==> config.mk <==
export PLATFORM = sky130hd
export DESIGN_NAME = bp_io_cmd_arbiter
export DESIGN_NICKNAME = d
export VERILOG_FILES = /design/src/rtl/bp_io_cmd_arbiter.sv
export SDC_FILE = /design/constraint.sdc
export NUM_CORES = 1
export LEC_CHECK = 0
export CORE_AREA = 5 5 254 256
export DETAILED_ROUTE_END_ITERATION = 6
export DIE_AREA = 0 0 259 261
export GPL_TIMING_DRIVEN = 0
export SLEW_MARGIN = 20
export SYNTH_ARGS = -nofsm -noshare
export SYNTH_HDL_FRONTEND = slang
export SYNTH_SLANG_ARGS = --single-unit
==> constraint.sdc <==
create_clock -name clk_i -period 8.85 [get_ports clk_i]
set_clock_uncertainty 0.05 [all_clocks]
set_input_delay 1.3275 -clock clk_i [delete_from_list [all_inputs] [get_ports clk_i]]
set_output_delay 1.3275 -clock clk_i [all_outputs]
set_load 0.02 [all_outputs]
==> src/rtl/bp_io_cmd_arbiter.sv <==
// bp_io_cmd_arbiter: shares one uncached I/O command channel among num_req_p requesters.
// Latency: one arbitration cycle before a command is offered; responses route combinationally.
// Backpressure: grant held until io_cmd_yumi_i; stall at max_credits_p; response held until owner ready. BP_IO_ARB_FIXED_PRIO_EN = fixed priority.

module bp_io_cmd_arbiter_fifo #(
    parameter int width_p = 1,
    parameter int depth_p = 2
) (
    input  logic                           clk_i,
    input  logic                           reset_n_i,
    input  logic                           push_i,
    input  logic [width_p-1:0]             data_i,
    input  logic                           pop_i,
    output logic [width_p-1:0]             data_o,
    output logic                           empty_o,
    output logic [$clog2(depth_p+1)-1:0]   count_o
);
    localparam int ptr_w_lp = (depth_p > 1) ? $clog2(depth_p) : 1;
    localparam int cnt_w_lp = $clog2(depth_p + 1);
    localparam logic [ptr_w_lp-1:0] last_lp  = ptr_w_lp'(depth_p - 1);
    localparam logic [cnt_w_lp-1:0] depth_lp = cnt_w_lp'(depth_p);

    logic [width_p-1:0]  mem_q [depth_p];
    logic [ptr_w_lp-1:0] wr_q, wr_d, rd_q, rd_d;
    logic [cnt_w_lp-1:0] count_q, count_d;
    logic                do_push, do_pop;

    assign do_push = push_i && (count_q != depth_lp);
    assign do_pop  = pop_i && (count_q != '0);
    assign data_o  = mem_q[rd_q];
    assign empty_o = (count_q == '0);
    assign count_o = count_q;

    always_comb begin
        wr_d    = wr_q;
        rd_d    = rd_q;
        count_d = count_q;
        if (do_push) wr_d = (wr_q == last_lp) ? '0 : wr_q + 1'b1;
        if (do_pop)  rd_d = (rd_q == last_lp) ? '0 : rd_q + 1'b1;
        case ({do_push, do_pop})
            2'b10:   count_d = count_q + 1'b1;
            2'b01:   count_d = count_q - 1'b1;
            default: count_d = count_q;
        endcase
    end

    always_ff @(posedge clk_i) begin
        if (do_push) mem_q[wr_q] <= data_i;
    end

    always_ff @(posedge clk_i or negedge reset_n_i) begin
        if (!reset_n_i) begin
            wr_q    <= '0;
            rd_q    <= '0;
            count_q <= '0;
        end else begin
            wr_q    <= wr_d;
            rd_q    <= rd_d;
            count_q <= count_d;
        end
    end
endmodule

module bp_io_cmd_arbiter #(
    parameter int num_req_p     = 2,
    parameter int msg_width_p   = 128,
    parameter int max_credits_p = 16
) (
    input  logic                               clk_i,
    input  logic                               reset_n_i,
    input  logic [num_req_p*msg_width_p-1:0]   req_cmd_i,
    input  logic [num_req_p-1:0]               req_cmd_v_i,
    output logic [num_req_p-1:0]               req_cmd_yumi_o,
    output logic [msg_width_p-1:0]             io_cmd_o,
    output logic                               io_cmd_v_o,
    input  logic                               io_cmd_yumi_i,
    input  logic [msg_width_p-1:0]             io_resp_i,
    input  logic                               io_resp_v_i,
    output logic                               io_resp_ready_o,
    output logic [msg_width_p-1:0]             req_resp_o,
    output logic [num_req_p-1:0]               req_resp_v_o,
    input  logic [num_req_p-1:0]               req_resp_ready_i,
    input  logic                               drain_i,
    output logic                               drained_o,
    output logic [$clog2(max_credits_p+1)-1:0] credit_count_o
);
    localparam int id_w_lp  = (num_req_p > 1) ? $clog2(num_req_p) : 1;
    localparam int cnt_w_lp = $clog2(max_credits_p + 1);
    localparam logic [cnt_w_lp-1:0] max_cnt_lp  = cnt_w_lp'(max_credits_p);
    localparam logic [id_w_lp-1:0]  last_id_lp  = id_w_lp'(num_req_p - 1);

    typedef enum logic [1:0] {RUN, LOCK, DRAIN, DRAINED} state_e;

    state_e               state_q, state_d;
    logic [id_w_lp-1:0]   grant_q, grant_d, winner, head_id;
    logic [msg_width_p-1:0] cmd_arr [num_req_p];
    logic                 fifo_empty, push, resp_hs;
    logic [cnt_w_lp-1:0]  credit_cnt;

    for (genvar g = 0; g < num_req_p; g++) begin : g_unpack
        assign cmd_arr[g] = req_cmd_i[g*msg_width_p +: msg_width_p];
    end

`ifdef BP_IO_ARB_FIXED_PRIO_EN
    always_comb begin
        winner = '0;
        for (int i = num_req_p - 1; i >= 0; i--) begin
            if (req_cmd_v_i[i]) winner = id_w_lp'(i);
        end
    end
`else
    logic [id_w_lp-1:0] ptr_q, ptr_d;

    // Search upward from the pointer, wrapping past the last requester.
    always_comb begin
        logic               found;
        logic [id_w_lp-1:0] cand;
        winner = ptr_q;
        found  = 1'b0;
        cand   = '0;
        for (int k = 0; k < num_req_p; k++) begin
            cand = id_w_lp'((int'(ptr_q) + k) % num_req_p);
            if (!found && req_cmd_v_i[cand]) begin
                found  = 1'b1;
                winner = cand;
            end
        end
    end

    always_comb begin
        ptr_d = ptr_q;
        if (state_q == LOCK && io_cmd_yumi_i)
            ptr_d = (grant_q == last_id_lp) ? '0 : grant_q + 1'b1;
    end

    always_ff @(posedge clk_i or negedge reset_n_i) begin
        if (!reset_n_i) ptr_q <= '0;
        else            ptr_q <= ptr_d;
    end
`endif

    always_comb begin
        state_d = state_q;
        grant_d = grant_q;
        push    = 1'b0;
        case (state_q)
            RUN: begin
                if (drain_i) begin
                    state_d = DRAIN;
                end else if (|req_cmd_v_i && credit_cnt < max_cnt_lp) begin
                    grant_d = winner;
                    state_d = LOCK;
                end
            end
            LOCK: begin
                if (io_cmd_yumi_i) begin
                    push    = 1'b1;
                    state_d = drain_i ? DRAIN : RUN;
                end
            end
            DRAIN: begin
                if (!drain_i)                            state_d = RUN;
                else if (credit_cnt == '0 && !resp_hs)   state_d = DRAINED;
            end
            DRAINED: begin
                if (!drain_i) state_d = RUN;
            end
            default: state_d = RUN;
        endcase
    end

    always_ff @(posedge clk_i or negedge reset_n_i) begin
        if (!reset_n_i) begin
            state_q <= RUN;
            grant_q <= '0;
        end else begin
            state_q <= state_d;
            grant_q <= grant_d;
        end
    end

    // The order FIFO remembers issuers so in-order responses find their owner.
    bp_io_cmd_arbiter_fifo #(
        .width_p (id_w_lp),
        .depth_p (max_credits_p)
    ) order_fifo (
        .clk_i     (clk_i),
        .reset_n_i (reset_n_i),
        .push_i    (push),
        .data_i    (grant_q),
        .pop_i     (resp_hs),
        .data_o    (head_id),
        .empty_o   (fifo_empty),
        .count_o   (credit_cnt)
    );

    assign io_cmd_v_o      = (state_q == LOCK);
    assign io_cmd_o        = cmd_arr[grant_q];
    assign drained_o       = (state_q == DRAINED);
    assign credit_count_o  = credit_cnt;
    assign io_resp_ready_o = !fifo_empty && req_resp_ready_i[head_id];
    assign resp_hs         = io_resp_v_i && io_resp_ready_o;
    assign req_resp_o      = io_resp_i;

    always_comb begin
        req_cmd_yumi_o = '0;
        req_resp_v_o   = '0;
        if (state_q == LOCK && io_cmd_yumi_i) req_cmd_yumi_o[grant_q] = 1'b1;
        if (io_resp_v_i && !fifo_empty)       req_resp_v_o[head_id]   = 1'b1;
    end
endmodule

==> results of run 1 <==
## sequential cells by signal, indices dropped and copies added, names as in the netlist
name / flops
order_fifo.mem_q: 16
order_fifo.count_o: 5
order_fifo.rd_q: 4
order_fifo.wr_q: 4
state_q: 2
grant_q: 1
ptr_q: 1
## critical path, cell delays in order (launching register included)
cell and delay (ns):
dfrtp_1 0.59, clkbuf_1 0.57, clkbuf_1 0.60, clkbuf_1 0.73, mux2_2 0.47, clkdlybuf4s50_1 0.56
## placed cells by master (no fill, tap or decap), types with 5 or more instances in the layout
master	netlist	layout
buf_4	128	128
ha_1	9	9
nor3_1	6	6
nand2_1	11	11
mux2_2	128	128
clkbuf_1	15	16
nor2_1	17	17
clkdlybuf4s50_1	0	532
o21ai_0	8	8
mux4_2	5	5
buf_1	5	5
inv_1	10	10
clkbuf_16	0	5
edfxtp_1	16	16
dfrtp_1	17	17
## where the power goes
group          switching [mW]  leakage, nW  internal [mW]
combinational           0.831         3.55          0.862
clock                  0.0615       0.0706          0.103
sequential             0.0444        0.352          0.212
## layer usage
metal  wire, um  track usage (%)  share of wire (%)  vias up
li1           -                -                  -     2401
met4        147            0.649               0.39        0
met1      15200             12.8                 40     2426
met2      19800             18.9                 52      318
met3       2860             2.40                7.5       14
met5          0                0                  0        -
## final cells by class
type / instances / share of cell area, %
Inverter: 10 / 0.351
Timing Repair Buffer: 532 / 49.8
Multi-Input combinational cell: 227 / 20.3
Clock buffer: 6 / 1.21
Sequential cell: 33 / 8.47
Antenna cell: 1 / 0.0234
Clock inverter: 2 / 0.0936
Buffer: 149 / 9.80
Tap cell: 846 / 9.90
## logic make-up (layout without fill, tap and decap cells)
| group | count (synthesis) | count (layout) |
|---|---|---|
| buf+inv | 159 | 699 |
| flops | 33 | 33 |
| fa+ha+maj | 10 | 10 |
| compound gates | 22 | 22 |
| mux | 136 | 136 |
| other cells | 0 | 1 |
| xor+xnor | 6 | 6 |
| simple gates | 53 | 53 |
## worst max-delay path by stage
stage | start | to | slack, ns | cells after the start
2_1_floorplan | order_fifo.rd_q[2]$_DFFE_PN0P_ | io_resp_ready_o | 5.50 | 5
3_3_place_gp | grant_q$_DFFE_PN0P_ | io_cmd_o[119] | 3.73 | 5
3_5_place_dp | grant_q$_DFFE_PN0P_ | io_cmd_o[119] | 3.65 | 5
4_1_cts | grant_q$_DFFE_PN0P_ | io_cmd_o[119] | 3.36 | 5
5_1_grt | grant_q$_DFFE_PN0P_ | io_cmd_o[119] | 3.29 | 5
6_report | grant_q$_DFFE_PN0P_ | io_cmd_o[119] | 3.66 | 5
## per-stage QoR
| stage | total power, mW | setup WS (ns) | instance area (sq um) | hold slack (ns) |
|---|---|---|---|---|
| 2_1_floorplan | 1.17 | 5.50 | 4160 | 0.400 |
| 3_3_place_gp | 1.98 | 3.73 | 10500 | 0.416 |
| 3_5_place_dp | 1.98 | 3.65 | 10500 | 0.416 |
| 4_1_cts | 2.16 | 3.36 | 10700 | 0.427 |
| 5_1_grt | 2.24 | 3.29 | 10700 | 0.430 |
| 6_report | 2.11 | 3.66 | 10700 | 0.425 |
==> run_results.csv, run 1 <==
group,metric,value,unit
clock_network,clkSinkCount,33,
synthesis,async_flop_share,51.5,%
timing,fmax,193,MHz
setup_path,crit_type,"flop to output pin",
setup_path,r2r_start,"order_fifo.rd_q[3]$_DFFE_PN0P_",
setup_path,rr_endpoint,"order_fifo.count_o[4]$_DFFE_PN0P_",
detailed_routing,via_count,5159,
synthesis,avgSynthCellArea,9.94,sq um
cells_and_area,fin_util,17.2,%
synthesis,synthCells,419,
synthesis,synth_xor_xnor_area_share,1.26,%
worst_hold_path,whs_path_depth,1,
clock_network,clk_latency,0.28,ns
cells_and_area,drive_gt1_share,28.3,%
synthesis,synth-compound-area-share,3.31,%
clock_network,cts_buffer_depth,2,
cells_and_area,multiInputGateArea,2170,sq um
placement,portBuffers,532,
synthesis,synth.top_cells.by_area,"mux2_2 (35%), buf_4 (23%), edfxtp_1 (12%), dfrtp_1 (10%), ha_1 (2.7%)",
die,die_y,261,um
setup_path,startpoint_type,"flop",
clock_network,cts_root_buf,"clkbuf_16",
timing,drv_slew,0,
setup_path,rr_worst_depth,13,
grt,grt_usage,10.3,%
detailed_routing,drtIter0Drc,168,
synthesis,syn_area,4160,sq um
placement,dpl.hpwl,35700,um
synthesis,yosysSeqAreaShare,21.8,%
clock_network,htreeDepth,2,
clock_network,numCtsBuffers,5,
grt,grt_pass1_wl,48100,um
status,outcome,"finished clean",
grt,grt_pass1_vias,5678,
clock_network,post_cts_buffers,0,
power_and_ir_drop,p_per_area,198,nW/um^2
grt,grt_overflow_total,0,
cells_and_area,syn_to_final_growth,157,%
die,fp.dieArea,67600,sq um
clock_network,ctsResizeCount,0,
die,die_x,259,um
synthesis,synth-adder-area-share,3.19,%
synthesis,synth_top_area_share,34.6,%
timing,hold_violations,0,
setup_path,r2r_slack,5.09,ns
detailed_routing,vias_per_cell,2.86,
clock_network,cts_tree,"yes",
timing,slew_headroom,40.9,%
clock_network,clk_pin_slew_worst_paths,0.05,ns
power_and_ir_drop,ir_drop,104,uV
synthesis,yosys_register_bits,33,
timing,worst_slew_pin_slew,0.886,ns
die,initial_utilization,6.69,%
timing,fin_setup_tns,0,ns
synthesis,synth_top_family_by_area,"multiplexers",
clock_network,cts_hold_buffers,0,
detailed_routing,drt-pass1-iter-count,4,
synthesis,synth-edff-count,16,
synthesis,yosysWarnings,0,
cells_and_area,nets,1361,
synthesis,synth_nets,822,
detailed_routing,antenna_left,0,
timing,min_period,5.19,ns
die,fp-row-count,92,
timing,rsz0062_at_grt,"false",
placement,placed_cells,1797,
power_and_ir_drop,leakagePower,3.97,nW
grt,antenna_found_initial,11,
synthesis,yosys-top-cells-count,"buf_4 (128), mux2_2 (128), dfrtp_1 (17), nor2_1 (17), edfxtp_1 (16)",
placement,place.gp.congestion,1.07,
setup_path,required,7.47,ns
die,design.portCount,661,
worst_hold_path,worstHoldStart,"ptr_q$_DFFE_PN0P_",
synthesis,synth_cell_type_count,35,
timing,setup_viol,0,
die,core_area,62300,sq um
synthesis,yosys.area.top_type,"mux2_2",
detailed_routing,wl_per_cell,21.0,um
cells_and_area,final_cells,1806,
cells_and_area,area.sequential,906,sq um
worst_hold_path,min_path_type,"flop to flop",
cells_and_area,final.fill_count,6925,
setup_path,worstPathArrival,3.81,ns
worst_hold_path,hold_path_end,"ptr_q$_DFFE_PN0P_",
synthesis,yosys_most_used_dff,"dfrtp_1",
grt,grt_max_degree,18,
setup_path,path_max_fanout,17,
synthesis,synthSimpleGateAreaFrac,6.04,%
detailed_routing,routed_wirelength,38000,um
detailed_routing,drcViolationCount,0,
run,cap_viol_max_count,0,
timing,min_period_over_period,58.7,%
synthesis,synthMuxAreaShare,38.4,%
setup_path,end_kind,"output pin",
Power figures use the tool's default switching activity.
==> run 2: changes to the inputs <==
Settings changed: CORE_AREA 5 5 254 256 to 5 5 253 255, DIE_AREA 0 0 259 261 to 0 0 258 260.
Clock period 8.85 ns to 4.2 ns, I/O delays scaled along.
==> run_results.csv, run 2 (same netlist as run 1, synthesis figures left out) <==
group,metric,value,unit
setup_path,crit_type,"flop to output pin",
timing,hold_violations,0,
detailed_routing,drcViolationCount,0,
clock_network,clk_latency,0.28,ns
die,die_x,258,um
status,outcome,"finished clean",
placement,place.gp.congestion,1.03,
detailed_routing,routed_wirelength,39600,um
setup_path,end_kind,"output pin",
grt,grt_pass1_wl,50100,um
power_and_ir_drop,power,4.44,mW
grt,antenna_found_initial,44,
detailed_routing,drtIter0Drc,186,
setup_path,r2r_slack,0.52,ns
grt,grt_overflow_total,0,
grt,grt_usage,10.8,%
setup_path,worstPathArrival,3.22,ns
power_and_ir_drop,ir_drop,240,uV
clock_network,clkSinkCount,33,
detailed_routing,drt-pass1-iter-count,4,
die,fp-row-count,91,
timing,min_period_over_period,92.8,%
cells_and_area,nets,1360,
detailed_routing,antenna_left,0,
power_and_ir_drop,leakagePower,3.97,nW
clock_network,clk_pin_slew_worst_paths,0.05,ns
cells_and_area,drive_gt1_share,28.4,%
timing,setup_viol,0,
cells_and_area,regMostFlops,"order_fifo.mem_q",
grt,grt_pass1_vias,5860,
clock_network,cts_buffer_depth,2,
cells_and_area,stdcell_area,10700,sq um
setup_path,path_max_fanout,21,
placement,dpl.hpwl,36900,um
clock_network,htreeDepth,2,
timing,fmax,257,MHz
grt,use_met1,11.9,%
timing,worst_slew_pin_slew,0.847,ns
die,fp.dieArea,67100,sq um
worst_hold_path,min_path_type,"flop to flop",
clock_network,numCtsBuffers,5,
die,initial_utilization,6.79,%
die,die_y,260,um
grt,use_met3,6.09,%
cells_and_area,final_common_cell,"clkdlybuf4s50_1",
timing,slew_headroom,43.4,%
timing,fin_setup_tns,0,ns
placement,place_area,10500,sq um
cells_and_area,layout_common_cells,"clkdlybuf4s50_1 (532), mux2_2 (128), buf_4 (128)",
timing,drv_slew,0,
clock_network,cts_root_buf,"clkbuf_16",
detailed_routing,wl_per_cell,22.4,um
setup_path,required,3.52,ns
grt,grtUsageMet2,16.8,%
detailed_routing,via_count,5285,
placement,portBuffers,532,
detailed_routing,vias_per_cell,2.99,
timing,rsz0062_at_grt,"false",
die,design.portCount,661,
die,core_area,61400,sq um
clock_network,post_cts_buffers,0,
setup_path,startpoint_type,"flop",
clock_network,cts_tree,"yes",
run,cap_viol_max_count,0,
power_and_ir_drop,p_per_area,416,nW/um^2
grt,busiest_layer,"met2",
cells_and_area,final.fill_count,6881,
timing,min_period,3.90,ns
grt,grt_max_degree,22,
cells_and_area,syn_to_final_growth,156,%
cells_and_area,fin_util,17.4,%
cells_and_area,largest_register_ffs,16,
==> run 2: changes by cell type in the layout (fill, tap and decap cells not counted) <==
| cell | delta |
|---|---|
| diode_2 | +21 |
| clkbuf_1 | -2 |
| clkbuf_2 | +2 |
| clkinv_2 | -2 |
| clkbuf_8 | +1 |
==> run 2: final cells by class <==
class / instances / area, sq um / share of cell area (%)
buffer: 148 / 1050 / 9.80
inverter: 10 / 37.5 / 0.352
multi-input combinational: 227 / 2170 / 20.4
clock buffer: 8 / 146 / 1.37
antenna: 22 / 55.1 / 0.516
sequential: 33 / 906 / 8.48
timing repair buffer: 532 / 5330 / 49.9
tap: 790 / 988 / 9.26
==> run 2: critical path: stages, from the launching register on <==
cell,delay (ns)
dfrtp_1,0.89
clkbuf_1,0.52
clkbuf_1,0.54
mux2_2,0.41
clkdlybuf4s50_1,0.57
==> run 2: where the power goes <==
part           internal (mW)  switching, mW
Combinational           1.82           1.70
Sequential             0.447          0.112
Clock                  0.236          0.122
Total                   2.50           1.93
==> run 2: layer usage <==
metal | vias to the layer above | routed length [um]
li1 | 2429 | -
met1 | 2394 | 14900
met2 | 386 | 17900
met3 | 68 | 4800
met4 | 8 | 1930
met5 | - | 61
==> run 2: per-stage QoR <==
step / cells / setup WS (ns) / hold WS (ns)
3_3_place_gp: 1741 / -0.0426 / 0.414
3_5_place_dp: 1741 / -0.0813 / 0.418
4_1_cts: 1748 / 0.0960 / 0.429
5_1_grt: 1760 / 0.00568 / 0.462
6_report: 1770 / 0.303 / 0.425
2_1_floorplan: 419 / 0.876 / 0.284
==> run 2: what timing repair did <==
item | CTS | global route
setup endpoints to repair | 89 | 0
gates resized for setup | 2 | 0
hold buffers | 0 | 0
==> run 2: path summary, 6_finish.rpt <==
path                                                start                                 to  cells past startpoint
max                                   grant_q$_DFFE_PN0P_                       io_cmd_o[96]                      4
min                                     ptr_q$_DFFE_PN0P_                  ptr_q$_DFFE_PN0P_                      1
max reg2reg                order_fifo.rd_q[3]$_DFFE_PN0P_  order_fifo.count_o[4]$_DFFE_PN0P_                     13
min reg2reg                             ptr_q$_DFFE_PN0P_                  ptr_q$_DFFE_PN0P_                      1
max in group asynchronous                       reset_n_i     order_fifo.wr_q[3]$_DFFE_PN0P_                      1
min in group asynchronous                       reset_n_i     order_fifo.rd_q[2]$_DFFE_PN0P_                      1
